<file path="src/rtl/dmem_arbiter.sv">
// dmem_arbiter: shares the data memory between the CPU load/store path
// and one external requester (DMA / debug host), with starvation guard.
module dmem_arbiter #(
  parameter int BITS     = 32,
  parameter int MAX_WAIT = 4,
  parameter int MAX_LOCK = 8
) (
  input  logic            clk,
  input  logic            rst_,
  input  logic            cpu_req,
  input  logic            cpu_rw_,
  input  logic [BITS-1:0] cpu_addr,
  input  logic [BITS-1:0] cpu_wdata,
  input  logic [3:0]      cpu_byte_en,
  input  logic            cpu_lock,
  input  logic            ext_req,
  input  logic            ext_rw_,
  input  logic [BITS-1:0] ext_addr,
  input  logic [BITS-1:0] ext_wdata,
  input  logic [3:0]      ext_byte_en,
  input  logic            ext_lock,
  output logic            cpu_gnt,
  output logic            ext_gnt,
  output logic            cpu_stall,
  output logic [BITS-1:0] cpu_rdata,
  output logic [BITS-1:0] ext_rdata,
  output logic [BITS-1:0] mem_addr,
  output logic [BITS-1:0] mem_wdata,
  output logic            mem_rw_,
  output logic [3:0]      mem_byte_en,
  input  logic [BITS-1:0] mem_rdata,
  output logic            snoop_valid,
  output logic [BITS-1:0] snoop_addr
);

  localparam int LW = $clog2(MAX_LOCK + 1);
  localparam int WW = $clog2(MAX_WAIT + 1);
  localparam logic [LW-1:0] LOCK_LIM = LW'(MAX_LOCK);
  localparam logic [WW-1:0] WAIT_LIM = WW'(MAX_WAIT);

  typedef enum logic [1:0] {
    OWN_NONE,
    OWN_CPU,
    OWN_EXT
  } owner_t;

  owner_t        lock_owner;
  logic [LW-1:0] lock_cnt;
  logic [WW-1:0] wait_cnt;

  logic lock_ok;
  logic cpu_lk;
  logic ext_lk;
  logic starve;

  assign lock_ok = lock_cnt < LOCK_LIM;
  assign cpu_lk  = (lock_owner == OWN_CPU)
                 & cpu_req & lock_ok;
  assign ext_lk  = (lock_owner == OWN_EXT)
                 & ext_req & lock_ok;
  assign starve  = cpu_req & ext_req
                 & (wait_cnt == WAIT_LIM);

  // Priority arbitration: live lock, starvation, CPU, then external.
  always_comb begin
    cpu_gnt = 1'b0;
    ext_gnt = 1'b0;
    priority case (1'b1)
      cpu_lk:  cpu_gnt = 1'b1;
      ext_lk:  ext_gnt = 1'b1;
      starve:  ext_gnt = 1'b1;
      cpu_req: cpu_gnt = 1'b1;
      ext_req: ext_gnt = 1'b1;
      default: ;
    endcase
  end

  assign cpu_stall = cpu_req & ~cpu_gnt;
  assign cpu_rdata = mem_rdata;
  assign ext_rdata = mem_rdata;

  // Memory mux; idle drives a harmless read with no byte lanes.
  always_comb begin
    mem_addr    = '0;
    mem_wdata   = '0;
    mem_rw_     = 1'b1;
    mem_byte_en = 4'h0;
    if (cpu_gnt) begin
      mem_addr    = cpu_addr;
      mem_wdata   = cpu_wdata;
      mem_rw_     = cpu_rw_;
      mem_byte_en = cpu_byte_en;
    end else if (ext_gnt) begin
      mem_addr    = ext_addr;
      mem_wdata   = ext_wdata;
      mem_rw_     = ext_rw_;
      mem_byte_en = ext_byte_en;
    end
  end

  // Burst lock owner and length; forced release at the limit.
  always_ff @(posedge clk or negedge rst_) begin
    if (!rst_) begin
      lock_owner <= OWN_NONE;
      lock_cnt   <= '0;
    end else if (cpu_gnt && cpu_lock && lock_ok) begin
      lock_owner <= OWN_CPU;
      lock_cnt   <= (lock_owner == OWN_CPU)
                  ? lock_cnt + LW'(1) : LW'(1);
    end else if (ext_gnt && ext_lock && lock_ok) begin
      lock_owner <= OWN_EXT;
      lock_cnt   <= (lock_owner == OWN_EXT)
                  ? lock_cnt + LW'(1) : LW'(1);
    end else begin
      lock_owner <= OWN_NONE;
      lock_cnt   <= '0;
    end
  end

  // External starvation counter, saturating.
  always_ff @(posedge clk or negedge rst_) begin
    if (!rst_) begin
      wait_cnt <= '0;
    end else if (ext_req && !ext_gnt) begin
      if (wait_cnt != WAIT_LIM)
        wait_cnt <= wait_cnt + WW'(1);
    end else begin
      wait_cnt <= '0;
    end
  end

  // Snoop pulse for granted external writes.
  always_ff @(posedge clk or negedge rst_) begin
    if (!rst_) begin
      snoop_valid <= 1'b0;
      snoop_addr  <= '0;
    end else begin
      snoop_valid <= ext_gnt & ~ext_rw_;
      if (ext_gnt && !ext_rw_)
        snoop_addr <= ext_addr;
    end
  end

endmodule

</file>
<file path="config.mk">
export PLATFORM = sky130hd
export DESIGN_NAME = dmem_arbiter
export DESIGN_NICKNAME = d
export VERILOG_FILES = /design/src/rtl/dmem_arbiter.sv
export SDC_FILE = /design/constraint.sdc
export NUM_CORES = 1
export LEC_CHECK = 0
export CAP_MARGIN = 10
export CORE_AREA = 2 2 133 135
export DETAILED_ROUTE_END_ITERATION = 6
export DIE_AREA = 0 0 135 137
export SETUP_SLACK_MARGIN = 0.3
export SYNTH_ARGS = -nofsm -noshare
export SYNTH_HDL_FRONTEND = slang
export SYNTH_SLANG_ARGS = --single-unit
</file>
<file path="constraint.sdc">
create_clock -name clk -period 5.03 [get_ports clk]
set_input_delay 1.006 -clock clk [delete_from_list [all_inputs] [get_ports clk]]
set_output_delay 1.006 -clock clk [all_outputs]
set_load 0.05 [all_outputs]
</file>
==> results of run 1 <==
## synth_stat cells
cell type,number,share of area [%]
a221o_1,1,0.30
a22oi_1,1,0.23
or3b_1,1,0.26
a31oi_2,1,0.38
buf_2,2,0.30
nand2b_1,1,0.19
clkbuf_1,29,3.3
nor3_1,2,0.30
a211oi_1,1,0.23
buf_4,64,14
nand3b_1,1,0.23
o21ai_0,68,10
o2111a_1,1,0.34
o211ai_1,2,0.45
inv_1,8,0.90
a21oi_1,4,0.60
nand4_1,2,0.38
and2_1,4,0.75
nor2b_1,2,0.38
nor2_1,3,0.34
mux2_2,32,11
ha_1,3,1.1
xor2_1,1,0.26
nand3_1,70,11
xnor2_1,1,0.26
nor3b_4,1,0.57
dfrtp_1,42,32
and4_1,1,0.26
nand2_1,75,8.5
and3_1,1,0.19
buf_6,3,1.0
a41oi_1,1,0.26
## worst register-to-register path: cells and delay by family (launching register included)
family          cells  cell delay (ps)
buf+inv             2              750
simple gates        2              720
flops               1              460
mux                 1              410
compound gates      1              220
## per-stage QoR
stage | cell area [um^2] | util, % | cells
floorplan | 3320 | - | 429
detailed placement | 6190 | 36.3 | 810
global route | 6330 | 37.1 | 817
finish | 6330 | 37.1 | 817
CTS | 6330 | 37.1 | 817
global placement | 6190 | 36.3 | 810
## flip-flops by register name, indices dropped and copies added (netlist names)
name / flops
lock_owner: 2
lock_cnt: 4
wait_cnt: 3
snoop_valid: 1
snoop_addr: 32
## logic make-up (layout without fill, tap and decap cells)
kind of cell             after synthesis  after routing  synth area share, %
adder cells (fa/ha/maj)                3              3                 1.13
flip-flops                            42             42                 31.6
multiplexers                          32             32                 10.8
AO/OA/AOI/OAI                         80             80                 13.0
buffers and inverters                106            269                 20.0
AND/OR/NAND/NOR                      164            164                 22.9
XOR/XNOR                               2              2                0.527
## final timing paths
path,from,end,slack [ps],cells after the start
worst max-delay path,ext_req,mem_addr[8],650,7
worst min-delay path,snoop_addr[4],snoop_addr[4],500,1
worst max register to register,lock_owner[0],snoop_addr[2],2360,6
worst min register to register,snoop_addr[4],snoop_addr[4],500,1
max in group asynchronous,rst_,snoop_addr[0],3550,1
min in group asynchronous,rst_,snoop_addr[20],880,1
## area by class of cell
cell class | count | area, um^2
Clock buffer | 5 | 125
Inverter | 8 | 30.0
Timing Repair Buffer | 254 | 3210
Fill cell | 1743 | 10700
Clock inverter | 2 | 15.0
Multi-Input combinational cell | 281 | 1620
Sequential cell | 42 | 1050
Tap cell | 225 | 282
## power by group through the flow
stage          logic (mW)  clock network (mW)  registers (mW)
4_1_cts              1.00               0.327           0.432
3_3_place_gp         1.00                   0           0.434
6_report            0.992               0.311           0.431
2_1_floorplan       0.436                   0           0.640
5_1_grt              1.03               0.336           0.441
3_5_place_dp        0.997                   0           0.436
## routing by layer
metal / vias to the layer above / wire (um) / track usage (%)
li1: 1722 / - / -
met1: 1620 / 5610 / 17.7
met2: 235 / 7220 / 26.7
met3: 25 / 1700 / 5.81
met4: 0 / 336 / 4.92
met5: - / 0 / 0.278
==> out/metrics.cfg, run 1 <==
[status]
outcome=finished clean

[die]
fp.dieH_um=137
die_w_um=135
fp.dieArea_um2=18500
num_rows=48
num_io_pins=345
core_region_area_um2=17100
start_util_pct=19.5

[sta]
whs_ps=505
slew_viol_final=0
setup_ws_ps=650
slew_headroom_pct=35.7
fmax_mhz=228
setup_tns_ps=0
max_slew.worst_pin.slew_ps=965
setup_viol=0
hold_violations=0
skew_ps=4.88
period_minus_slack_ps=4380
min_period_over_period_pct=87.1
rsz0062_at_grt=false

[clock_network]
cts_resized=0
cts_sinks=42
htreeDepth=2
clockBufferDepth=2
clock_latency_ps=280
clk_pin_slew_worst_paths_ps=60
cts_buffers=5
cts_setup_buffers=0
root_buffer=clkbuf_16
holdBufCountCts=0
tritoncts=yes

[power]
p_total_mw=1.73
pwr-share-seq_pct=24.8
p_int_mw=1.00
comb_power_share_pct=57.2
ir_worst_vdd_mv=0.130
pwr-share-clk_pct=17.9
powerDensity_nw_per_um2=274
p_sw_mw=0.729
p_leak_nw=2.50
swShare_pct=42.0

[critical_path]
start_kind=input pin
crit_path_max_fanout=48
cp_cell_sequence=clkdlybuf4s50_1 -> inv_1 -> a221o_2 -> and2_2 -> buf_4 -> o21ai_0 -> buf_12
end_kind=output pin
cp_slowest_cell=clkdlybuf4s50_1
max_stage_delay_ps=540
path_buf_inv=4
cp.required_ps=4020
criticalPathCategory=input pin to output pin
cp.arrival_ps=3370
crit_family=buffers and inverters

[global_routing]
grt_max_degree=71
first_global_vias=3712
antenna_found_initial=0
grt_overflow_total=0
grt_usage_pct=15.5
grt_pass1_wl_um=21800

[logic_synthesis]
synth_seq_area_share_pct=31.6
yosys_warnings=0
ys_ff_latch=42
syn-instance-count=429
syn-num-nets=608
synth_area_um2=3320
synth.distinct_cells=32
synth_area_per_cell_um2=7.74

[cells_and_area]
nNetsFinal=771
antenna_cells=0
layout_common_cells=176 x clkdlybuf4s50_1, 75 x nand2_1, 70 x nand3_1
layout-drive-gt1-share_pct=20.4
area_growth_pct=90.5
final_common_cell=clkdlybuf4s50_1

[placement]
dp_slack_ps=626
portBuffers=248
place.gp.congestion=0.765
dp_hpwl_um=11500

[detailed_routing]
drt-initial-drc-count=144
wl_um=14900
wire_per_inst_um=18.2
vias=3602
vias_per_cell=4.41
first_pass_iters=4
ant_nets=0
drc=0

[flow_run]
cap_violations=0

[hold_path]
hp-class=register to register

Power figures use the tool's default switching activity.
==> run 2, diff against run 1 <==
--- a/config.mk
+++ b/config.mk
@@ -5,7 +5,7 @@
 export SDC_FILE = /design/constraint.sdc
 export NUM_CORES = 1
 export LEC_CHECK = 0
-export CAP_MARGIN = 10
+export CAP_MARGIN = 15
 export CORE_AREA = 2 2 133 135
 export DETAILED_ROUTE_END_ITERATION = 6
 export DIE_AREA = 0 0 135 137
==> results of run 2 <==
Same layout as run 1: the final DEF is identical, and so are final timing and power.
